--- config.mk ---
export PLATFORM = sky130hd
export DESIGN_NAME = fp_mul_iter
export DESIGN_NICKNAME = d
export VERILOG_FILES = /design/src/rtl/fp_mul_pkg.sv /design/src/rtl/fp_classify.sv /design/src/rtl/fp_mul_iter.sv
export SDC_FILE = /design/constraint.sdc
export NUM_CORES = 1
export LEC_CHECK = 0
export ABC_AREA = 1
export CORE_UTILIZATION = 54
export CTS_CLUSTER_DIAMETER = 80
export CTS_CLUSTER_SIZE = 20
export DETAILED_ROUTE_END_ITERATION = 16
export GPL_TIMING_DRIVEN = 0
export PLACE_DENSITY = 0.81
export SLEW_MARGIN = 40
export SYNTH_ARGS = -nofsm -noshare
export SYNTH_HDL_FRONTEND = slang
export SYNTH_HIERARCHICAL = 1
export SYNTH_SLANG_ARGS = --single-unit
--- constraint.sdc ---
create_clock -name clk -period 3.3 [get_ports clk]
set_clock_uncertainty 0.15 [all_clocks]
set_input_delay 0.495 -clock clk [delete_from_list [all_inputs] [get_ports clk]]
set_output_delay 0.495 -clock clk [all_outputs]
set_load 0.02 [all_outputs]
--- src/rtl/fp_mul_pkg.sv ---
// Shared types for the iterative floating-point multiplier.
package fp_mul_pkg;

  // Sequencer states of the multiplier.
  typedef enum logic [2:0] {
    ST_IDLE,
    ST_UNPACK,
    ST_MULT,
    ST_NORM,
    ST_ROUND,
    ST_DONE
  } state_t;

  // Operand classes; subnormal inputs are classified as zero (flush-to-zero).
  typedef enum logic [1:0] {
    FC_ZERO,
    FC_NORM,
    FC_INF,
    FC_NAN
  } fclass_t;

endpackage

--- src/rtl/fp_classify.sv ---
// Combinational operand classifier: class, sign, biased exponent, significand.
module fp_classify
  import fp_mul_pkg::*;
#(
  parameter int unsigned EXP_W = 8,
  parameter int unsigned MAN_W = 23
) (
  input  logic [EXP_W+MAN_W:0] op,
  output fclass_t              fclass_c,
  output logic                 sign_c,
  output logic [EXP_W-1:0]     exp_c,
  output logic [MAN_W:0]       sig_c
);

  // Split the word and classify from the exponent/fraction fields.
  always_comb begin
    sign_c   = op[EXP_W+MAN_W];
    exp_c    = op[EXP_W+MAN_W-1 -: EXP_W];
    sig_c    = {1'b1, op[MAN_W-1:0]};
    fclass_c = FC_NORM;
    if (exp_c == '0) begin
      fclass_c = FC_ZERO;
    end else if (&exp_c) begin
      fclass_c = (op[MAN_W-1:0] == '0) ? FC_INF : FC_NAN;
    end
  end

endmodule

--- src/rtl/fp_mul_iter.sv ---
// Iterative IEEE-754-style multiplier: shift-add significand product, RNE,
// flush-to-zero, start/busy/done handshake.
module fp_mul_iter
  import fp_mul_pkg::*;
#(
  parameter int unsigned EXP_W = 8,
  parameter int unsigned MAN_W = 23
) (
  input  logic                   clk,
  input  logic                   rst,
  input  logic                   mul_start,
  input  logic [EXP_W+MAN_W:0]   op1,
  input  logic [EXP_W+MAN_W:0]   op2,
  output logic                   mul_busy,
  output logic                   mul_done,
  output logic [EXP_W+MAN_W:0]   mul_result,
  output logic                   mul_overflow,
  output logic                   mul_underflow,
  output logic                   mul_invalid
);

  localparam int unsigned W     = 1 + EXP_W + MAN_W;
  localparam int unsigned N     = MAN_W + 1;
  localparam int unsigned CNT_W = $clog2(MAN_W + 2);
  localparam int unsigned EW    = EXP_W + 2;
  localparam logic signed [EW-1:0] BIAS_S = EW'((2 ** (EXP_W - 1)) - 1);
  localparam logic signed [EW-1:0] EMAX_S = EW'((2 ** EXP_W) - 1);
  localparam logic signed [EW-1:0] ZERO_S = '0;
  localparam logic signed [EW-1:0] ONE_S  = EW'(1);
  localparam logic [W-1:0] QNAN = {1'b0, {EXP_W{1'b1}}, 1'b1, {(MAN_W-1){1'b0}}};

  state_t                 state, state_n;
  logic [W-1:0]           op1_q, op2_q;
  logic [2*N-1:0]         prod;
  logic [N-1:0]           mplr;
  logic [CNT_W-1:0]       cnt;
  logic signed [EW-1:0]   exp_q;
  logic                   sign_q;
  logic                   sticky_q;

  fclass_t                cls1, cls2;
  logic                   s1, s2;
  logic [EXP_W-1:0]       e1, e2;
  logic [MAN_W:0]         sig1, sig2;

  fp_classify #(.EXP_W(EXP_W), .MAN_W(MAN_W)) u_cls1 (
    .op(op1_q), .fclass_c(cls1), .sign_c(s1), .exp_c(e1), .sig_c(sig1)
  );
  fp_classify #(.EXP_W(EXP_W), .MAN_W(MAN_W)) u_cls2 (
    .op(op2_q), .fclass_c(cls2), .sign_c(s2), .exp_c(e2), .sig_c(sig2)
  );

  logic                   special_c, invalid_c;
  logic [W-1:0]           spec_res_c;
  logic signed [EW-1:0]   exp_sum_c;

  // Special-operand decode and the unbiased-sum exponent.
  always_comb begin
    special_c  = (cls1 != FC_NORM) || (cls2 != FC_NORM);
    invalid_c  = ((cls1 == FC_INF) && (cls2 == FC_ZERO)) ||
                 ((cls1 == FC_ZERO) && (cls2 == FC_INF));
    spec_res_c = {s1 ^ s2, {(W-1){1'b0}}};
    if ((cls1 == FC_NAN) || (cls2 == FC_NAN) || invalid_c) begin
      spec_res_c = QNAN;
    end else if ((cls1 == FC_INF) || (cls2 == FC_INF)) begin
      spec_res_c = {s1 ^ s2, {EXP_W{1'b1}}, {MAN_W{1'b0}}};
    end
    exp_sum_c = $signed(EW'(e1)) + $signed(EW'(e2)) - BIAS_S;
  end

  logic                   step_bit_c;
  logic [N-1:0]           addend_c;
  logic [N:0]             sum_c;
  logic [2*N-1:0]         prod_step_c;

  // One shift-add step; the first step runs during UNPACK on the fresh multiplier.
  always_comb begin
    step_bit_c  = (state == ST_UNPACK) ? sig2[0] : mplr[0];
    addend_c    = step_bit_c ? sig1 : '0;
    sum_c       = (N+1)'(prod[2*N-1:N]) + (N+1)'(addend_c);
    prod_step_c = {sum_c, prod[N-1:1]};
  end

  logic [N-1:0]           mant_c;
  logic [MAN_W-2:0]       low_shl_c;
  logic                   inc_c;
  logic [N:0]             mant_r_c;
  logic [MAN_W-1:0]       frac_r_c;
  logic signed [EW-1:0]   exp_r_c;
  logic                   ovf_c, unf_c;

  // Round-to-nearest-even on the normalised product and range check.
  always_comb begin
    mant_c    = prod[2*MAN_W -: N];
    low_shl_c = prod[MAN_W-2:0] << 1;
    inc_c     = prod[MAN_W-1] &
                (prod[MAN_W-2] | sticky_q | (|low_shl_c) | mant_c[0]);
    mant_r_c  = (N+1)'(mant_c) + (N+1)'(inc_c);
    frac_r_c  = mant_r_c[N] ? mant_r_c[MAN_W:1] : mant_r_c[MAN_W-1:0];
    exp_r_c   = exp_q + $signed(EW'(mant_r_c[N]));
    ovf_c     = exp_r_c >= EMAX_S;
    unf_c     = exp_r_c <= ZERO_S;
  end

  // State register.
  always_ff @(posedge clk) begin
    if (rst) state <= ST_IDLE;
    else     state <= state_n;
  end

  // Next-state logic.
  always_comb begin
    state_n = state;
    case (state)
      ST_IDLE:   if (mul_start) state_n = ST_UNPACK;
      ST_UNPACK: state_n = special_c ? ST_DONE : ST_MULT;
      ST_MULT:   if (cnt == CNT_W'(MAN_W - 1)) state_n = ST_NORM;
      ST_NORM:   state_n = ST_ROUND;
      ST_ROUND:  state_n = ST_DONE;
      ST_DONE:   state_n = ST_IDLE;
      default:   state_n = ST_IDLE;
    endcase
  end

  // Datapath registers and registered outputs.
  always_ff @(posedge clk) begin
    if (rst) begin
      op1_q         <= '0;
      op2_q         <= '0;
      prod          <= '0;
      mplr          <= '0;
      cnt           <= '0;
      exp_q         <= '0;
      sign_q        <= 1'b0;
      sticky_q      <= 1'b0;
      mul_busy      <= 1'b0;
      mul_done      <= 1'b0;
      mul_result    <= '0;
      mul_overflow  <= 1'b0;
      mul_underflow <= 1'b0;
      mul_invalid   <= 1'b0;
    end else begin
      mul_busy <= (state_n != ST_IDLE);
      mul_done <= (state_n == ST_DONE);
      case (state)
        ST_IDLE: begin
          if (mul_start) begin
            op1_q <= op1;
            op2_q <= op2;
            prod  <= '0;
          end
        end
        ST_UNPACK: begin
          prod     <= prod_step_c;
          mplr     <= sig2 >> 1;
          cnt      <= '0;
          exp_q    <= exp_sum_c;
          sign_q   <= s1 ^ s2;
          sticky_q <= 1'b0;
          if (special_c) begin
            mul_result    <= spec_res_c;
            mul_overflow  <= 1'b0;
            mul_underflow <= 1'b0;
            mul_invalid   <= invalid_c;
          end
        end
        ST_MULT: begin
          prod <= prod_step_c;
          mplr <= mplr >> 1;
          cnt  <= cnt + CNT_W'(1);
        end
        ST_NORM: begin
          if (prod[2*N-1]) begin
            prod     <= prod >> 1;
            sticky_q <= prod[0];
            exp_q    <= exp_q + ONE_S;
          end
        end
        ST_ROUND: begin
          mul_overflow  <= ovf_c;
          mul_underflow <= !ovf_c && unf_c;
          mul_invalid   <= 1'b0;
          if (ovf_c)      mul_result <= {sign_q, {EXP_W{1'b1}}, {MAN_W{1'b0}}};
          else if (unf_c) mul_result <= {sign_q, {(W-1){1'b0}}};
          else            mul_result <= {sign_q, exp_r_c[EXP_W-1:0], frac_r_c};
        end
        default: ;
      endcase
    end
  end

endmodule

Word-level counts from Yosys, hierarchy flattened

Index checks and enable logic that the tools add are counted.

Register bits: 193
Output and inout port bits: 37
Logic and storage cells: 108

$add $sub $neg: 7
Order comparisons: 2
Equality and inequality tests: 15
Multiplexer cells: 33
Bitwise operators: 5
Reduce and logical (&&, ||, !) cells: 30

Operators with widths:

| cell                                                                | number |
|---|---|
| one-hot mux 48 bit (3 select lines)                                 | 1 |
| two-way mux 31 bit                                                  | 3 |
| two-way mux 32 bit                                                  | 2 |
| one-hot mux 32 bit (2 select lines)                                 | 1 |
| two-way mux 48 bit                                                  | 1 |
| one-hot mux 24 bit (2 select lines)                                 | 1 |
| two-way mux 47 bit                                                  | 1 |
| logical NOT 23 bit                                                  | 2 |
| adder 24 x 1 -> 25 bit                                              | 1 |
| adder 24 x 24 -> 25 bit                                             | 1 |
| two-way mux 24 bit                                                  | 1 |
| two-way mux 23 bit                                                  | 1 |
| OR reduction 21 bit                                                 | 1 |
| one-hot mux 10 bit (2 select lines)                                 | 1 |
| logical NOT 8 bit                                                   | 2 |
| AND reduction 8 bit                                                 | 2 |
| one-hot mux 3 bit (5 select lines)                                  | 1 |
| adder 10 x 2 -> 10 bit                                              | 1 |
| adder 10 x 2 -> 10 bit (second input constant)                      | 1 |
| greater-or-equal comparator 10 x 9 -> 1 bit (second input constant) | 1 |
| less-or-equal comparator 10 x 1 -> 1 bit (second input constant)    | 1 |
| two-way mux 10 bit                                                  | 1 |
| one-hot mux 5 bit (2 select lines)                                  | 1 |
| subtractor 9 x 7 -> 10 bit (second input constant)                  | 1 |
| other kinds (26)                                                    | 62 |

Depth between registers and ports, before layout

Word-level depth: 11
Mapped depth: 24
Depth with buffers taken out: 23

Cells and area by module

The synthesis kept the hierarchy.

By module, submodules not included:

| module      | instances | cells an instance | area an instance (um^2) | seq. area each (um^2) |
|---|---|---|---|---|
| fp_mul_iter | 1         | 1647              | 10774.1                 | 3843.7 |
| fp_classify | 2         | 75                | 410.4                   | 0.0 |

Worst setup path after synthesis

OpenSTA, ideal clock, no wires.

Path kind: reg-to-reg
From: reg prod[22]
To: reg mul_result[17]
Data arrival time: 2702 ps
Setup slack: 316 ps
Stages on the path, launching flop included: 24
Path buffers: 1
Period minus slack after synthesis: 2984 ps
Cells stage by stage: dfxtp_1 nand2_1 inv_1 ha_1 nand2_1 nor2_1 nand2_1 nor2_1 nand4_1 inv_1 ha_1 ha_1 nand2_2 nor2_1 nand3_1 nand2_2 inv_1 nor2_1 nand2_2 nand2_4 buf_6 nor2_1 nand3_1 a21oi_1

Cells in the longest elaborated chain, start to end: 7
Elaborated cells on any way between the ends: 9
Those cells by class: 2 x add/sub; 2 x order compare; 4 x mux; 1 x bitwise

RTL lines:

| what                                     | RTL line           | text |
|---|---|---|
| start, declared                          | fp_mul_iter.sv:34  | `logic [2*N-1:0] prod;` |
| start signal, assigned                   | fp_mul_iter.sv:154 | `prod <= prod_step_c;` |
| start signal, assigned                   | fp_mul_iter.sv:168 | `prod <= prod_step_c;` |
| start signal, assigned                   | fp_mul_iter.sv:174 | `prod <= prod >> 1;` |
| AND 1 bit (*)                            | fp_mul_iter.sv:96  | `inc_c = prod[MAN_W-1] &` |
| adder 24 x 1 -> 25 bit (*)               | fp_mul_iter.sv:98  | `mant_r_c = (N+1)'(mant_c) + (N+1)'(inc_c);` |
| adder 10 x 2 -> 10 bit                   | fp_mul_iter.sv:100 | `exp_r_c = exp_q + $signed(EW'(mant_r_c[N]));` |
| less-or-equal comparator 10 x 1 -> 1 bit | fp_mul_iter.sv:102 | `unf_c = exp_r_c <= ZERO_S;` |
| two-way mux 31 bit                       | fp_mul_iter.sv:184 | `else if (unf_c) mul_result <= {sign_q, {(W-1){1'b0}}};` |
| two-way mux 31 bit (*)                   | fp_mul_iter.sv:183 | `if (ovf_c) mul_result <= {sign_q, {EXP_W{1'b1}}, {MAN_W{1'b0}}};` |
| one-hot mux 32 bit (2 select lines) (*)  | fp_mul_iter.sv:145 | `case (state)` |
| end signal, assigned                     | fp_mul_iter.sv:183 |  |
| end signal, assigned                     | fp_mul_iter.sv:184 |  |
| end signal, assigned                     | fp_mul_iter.sv:185 | `else mul_result <= {sign_q, exp_r_c[EXP_W-1:0], frac_r_c};` |
| end, declared                            | fp_mul_iter.sv:16  | `output logic [EXP_W+MAN_W:0] mul_result,` |

Mark *: on every way between the ends. The rest lies on a longest branch, timed or not.
A chain may end at the register's enable or synchronous reset.

Worst setup path in the final report

From: reg prod[30]
To: reg mul_result[17]

Cells in the longest elaborated chain, start to end: 6
Elaborated cells on any way between the ends: 8
Those cells by class: 2 x add/sub; 2 x order compare; 4 x mux

RTL lines:

| what                                     | RTL line |
|---|---|
| adder 24 x 1 -> 25 bit (*)               | fp_mul_iter.sv:98 |
| adder 10 x 2 -> 10 bit                   | fp_mul_iter.sv:100 |
| less-or-equal comparator 10 x 1 -> 1 bit | fp_mul_iter.sv:102 |
| two-way mux 31 bit                       | fp_mul_iter.sv:184 |
| two-way mux 31 bit (*)                   | fp_mul_iter.sv:183 |
| one-hot mux 32 bit (2 select lines) (*)  | fp_mul_iter.sv:145 |

Marked as above.

==> flow_metrics.py <==
metrics = {
    "cts": {
        "cts_root_buffer": "clkbuf_16",
        "cts_tree": "done",
        "numCtsBuffers": 17,
        "clock_latency_ns": 0.44,
        "clock_path_buffers": 2,
        "cts.sinks": 192,
        "ctsHtreeMaxLevel": 4,
        "postCtsHoldBufs": 0,
        "clk_pin_slew_ns": 0.07,
    },
    "power_and_ir_drop": {
        "swShare": 0.464,
        "power_leakage_nw": 5.89,
        "p_seq_frac": 0.312,
        "p_switching_w": 0.00525,
        "p_int_w": 0.00606,
        "p_comb_frac": 0.506,
        "p_per_area_nw_per_um2": 819,
        "p_clk_frac": 0.182,
        "ir_worst_vdd_uv": 430,
    },
    "floorplan": {
        "fp.dieH_um": 149,
        "fp.dieW_um": 149,
        "core-area_um2": 21000,
        "design.die.area_um2": 22100,
        "start_util": 0.552,
        "io_pins": 104,
        "rows": 53,
    },
    "grt": {
        "antenna_found_initial": 0,
        "grt_usage": 0.290,
        "grtUsageMet3": 0.0350,
        "grt_busiest_layer": "met2",
        "first_global_vias": 10600,
        "met1_usage": 0.400,
        "grt_max_degree": 20,
        "met2_usage": 0.468,
        "grt_overflow_total": 0,
        "grt_pass1_wl_um": 50900,
    },
    "synth": {
        "synth_top_area_frac": 0.331,
        "synth_edf_count": 0,
        "yosys-top-cells-area": "dfxtp_1 33%, nand2_1 13%, nor2_1 9.9%",
        "synthesis.area_um2": 11600,
        "yosysSeqAreaShare": 0.331,
        "syn_nets": 1911,
        "ys_warn_count": 6,
        "synth_top_cell_by_area": "dfxtp_1",
        "synth_seq_cells": 192,
        "synth.distinct_cells": 50,
        "synth.avg_cell_area_um2": 6.45,
        "synth_flop_cell": "dfxtp_1",
        "async_reset_ff_frac": 0,
        "syn_inst": 1797,
    },
    "place": {
        "place_area_um2": 13000,
        "io_buffers": 102,
        "place_hpwl_um": 24400,
        "gp_congestion": 0.949,
    },
    "routing": {
        "dr.pass1.iters": 5,
        "wire_per_inst_um": 14.5,
        "vias": 11900,
        "wl_um": 32200,
        "drt_iter0_drc": 933,
        "drc": 0,
        "vias_per_cell": 5.35,
        "postRouteAntennaNets": 0,
    },
    "final_layout": {
        "nets": 2045,
        "areaGrowthSynthToFinish_pct": 19.1,
        "num_antenna_cells": 0,
        "drive_gt1_frac": 0.104,
        "seq_area_um2": 3850,
        "post-route-cell-area_um2": 13800,
        "multi_input_area_um2": 6550,
        "n_fill_cell": 1906,
    },
    "sta": {
        "whs_ns": 0.316,
        "setup_violations": 0,
        "fin_setup_tns_ns": 0,
        "max_freq_mhz": 307,
        "worst_pin_slew_ns": 0.856,
        "hold_viol": 0,
        "slew_violations": 0,
        "finalCriticalPeriod_ns": 3.25,
        "timing.final.crit_share": 0.986,
        "rsz0062_at_grt": "true",
        "slew_headroom": 0.426,
    },
    "worst_setup_path": {
        "end_kind": "register",
        "crit_type": "reg -> reg",
        "cp_num_buf_inv": 3,
        "crit_path_frequent_cell": "nor2_1",
        "crit_chain": "nand2_1 -> nor2_1 -> nand2_1 -> nor2_1 -> nand4_1 -> inv_2 -> ha_4 -> ha_4 -> nand2_4 -> nor2_4 -> nand3_1 -> nand2_2 -> inv_1 -> nor2_1 -> nand2_2 -> nand2_4 -> buf_8 -> nor2_1 -> nand3_1 -> a21oi_2",
        "cp-start-kind": "register",
        "slowest_delay_ns": 0.53,
        "worstPathMaxFanout": 10,
        "cpMaxStageDelayCell": "dfxtp_1",
        "arrival_ns": 3.42,
        "cp.required_ns": 3.47,
        "crit_family": "simple AND/OR/NAND/NOR gates",
    },
    "status": {
        "status": "finished, final reports clean",
    },
    "worst_hold_path": {
        "worstHoldPathType": "reg -> reg",
    },
    "run": {
        "drv_cap": 0,
    },
}
sequential cells by signal, indices dropped and copies added, names as in the netlist, 3 cells and up:
name,cells
exp_q,10
mul_result,32
state,3
op2_q,32
mplr,23
cnt,5
prod,48
op1_q,32
what timing repair did:
action,in CTS,in global routing
gates resized for setup,17,37
endpoints found under the setup margin,51,46
pin swaps,2,7
setup buffers,3,8
gates cloned,1,1
cells in the final DEF, fill, tap and decap left out, types with 3 or more instances in the layout:
cell type        count
a21oi_1            157
a21oi_2              7
a221oi_1             3
a31oi_1             25
buf_1                6
buf_2               12
buf_4               78
clkbuf_1            45
clkbuf_16           17
clkdlybuf4s50_1    102
clkinv_8             3
clkinvlp_4           3
dfxtp_1            190
ha_1                42
inv_1              146
inv_2                6
inv_6                4
inv_8                3
nand2_1            412
nand2_2              9
nand2_4              5
nand3_1            100
nand4_1             25
nor2_1             300
nor2_2              17
nor2_4               4
nor3_1               7
o211ai_1             4
o21ai_0            128
o21ai_1              6
o21bai_1             7
o22ai_1              3
or2_2               12
xnor2_1              4
xor2_1              13
synth_stat cells, types with 25 or more instances:
library cell	instances
inv_1	148
nor2_1	306
nand3_1	100
nand2_1	417
dfxtp_1	192
nand4_1	25
a31oi_1	25
ha_1	45
a21oi_1	162
clkbuf_1	46
o21ai_0	134
buf_4	66
per-stage QoR:
stage / total power (W) / instances / setup WS [ns] / util
5_1_grt: 0.0121 / 2219 / -0.0649 / 0.657
2_1_floorplan: 0.00735 / 1797 / 0.316 / -
3_5_place_dp: 0.00887 / 2174 / -0.363 / 0.617
3_3_place_gp: 0.00874 / 2174 / -0.368 / 0.617
4_1_cts: 0.0110 / 2210 / 0.00540 / 0.648
6_report: 0.0113 / 2219 / 0.0456 / 0.657
worst reg2reg max path, cell delays in order (launching register included):
cell	delay, ns
dfxtp_1	0.53
nand2_1	0.16
nor2_1	0.24
nand2_1	0.08
nor2_1	0.10
nand4_1	0.17
inv_2	0.15
ha_4	0.17
ha_4	0.15
nand2_4	0.09
nor2_4	0.13
nand3_1	0.08
nand2_2	0.14
inv_1	0.06
nor2_1	0.13
nand2_2	0.10
nand2_4	0.13
buf_8	0.16
nor2_1	0.05
nand3_1	0.11
a21oi_2	0.06
final timing paths:
kind,from,to,slack [ns],cells past startpoint
worst max-delay path,prod[30]$_SDFFE_PP0P_,mul_result[17]$_SDFFE_PP0P_,0.05,20
worst min-delay path,mul_result[9]$_SDFFE_PP0P_,mul_result[9]$_SDFFE_PP0P_,0.32,2
worst max register to register,prod[30]$_SDFFE_PP0P_,mul_result[17]$_SDFFE_PP0P_,0.05,20
worst min register to register,mul_result[9]$_SDFFE_PP0P_,mul_result[9]$_SDFFE_PP0P_,0.32,2
layer usage:
layer,up-vias,part of all wire
met5,-,0
met4,0,0.024
met3,63,0.069
met2,442,0.45
met1,5321,0.46
li1,6045,-
cells by family (layout without fill, tap and decap cells):
kind of cell | after synthesis | count (layout) | synth area share
and+or+nand+nor | 898 | 899 | 0.321
DFF | 192 | 192 | 0.331
adders and majority gates | 47 | 47 | 0.0520
buffers and inverters | 288 | 433 | 0.118
xor gates and xnor gates | 18 | 18 | 0.0142
AOI/OAI and AO/OA | 352 | 353 | 0.163
other | 2 | 2 | 0.000648
cell type report:
type,instances,share of cell area
multi-input cells,1319,0.475
flip-flops and latches,192,0.279
repair buffers,113,0.0799
plain buffers,133,0.0570
inverters,155,0.0425
clock buffers,19,0.0321
well taps,275,0.0249
clock inverters,13,0.0101
power by group through the flow:
stage | sequential (W) | combinational, W | clock (W)
2_1_floorplan | 0.00343 | 0.00392 | 0
3_5_place_dp | 0.00354 | 0.00534 | 0
5_1_grt | 0.00360 | 0.00633 | 0.00216
6_report | 0.00352 | 0.00572 | 0.00206
4_1_cts | 0.00349 | 0.00549 | 0.00207
3_3_place_gp | 0.00351 | 0.00523 | 0
(Power assumes the default switching activity.)
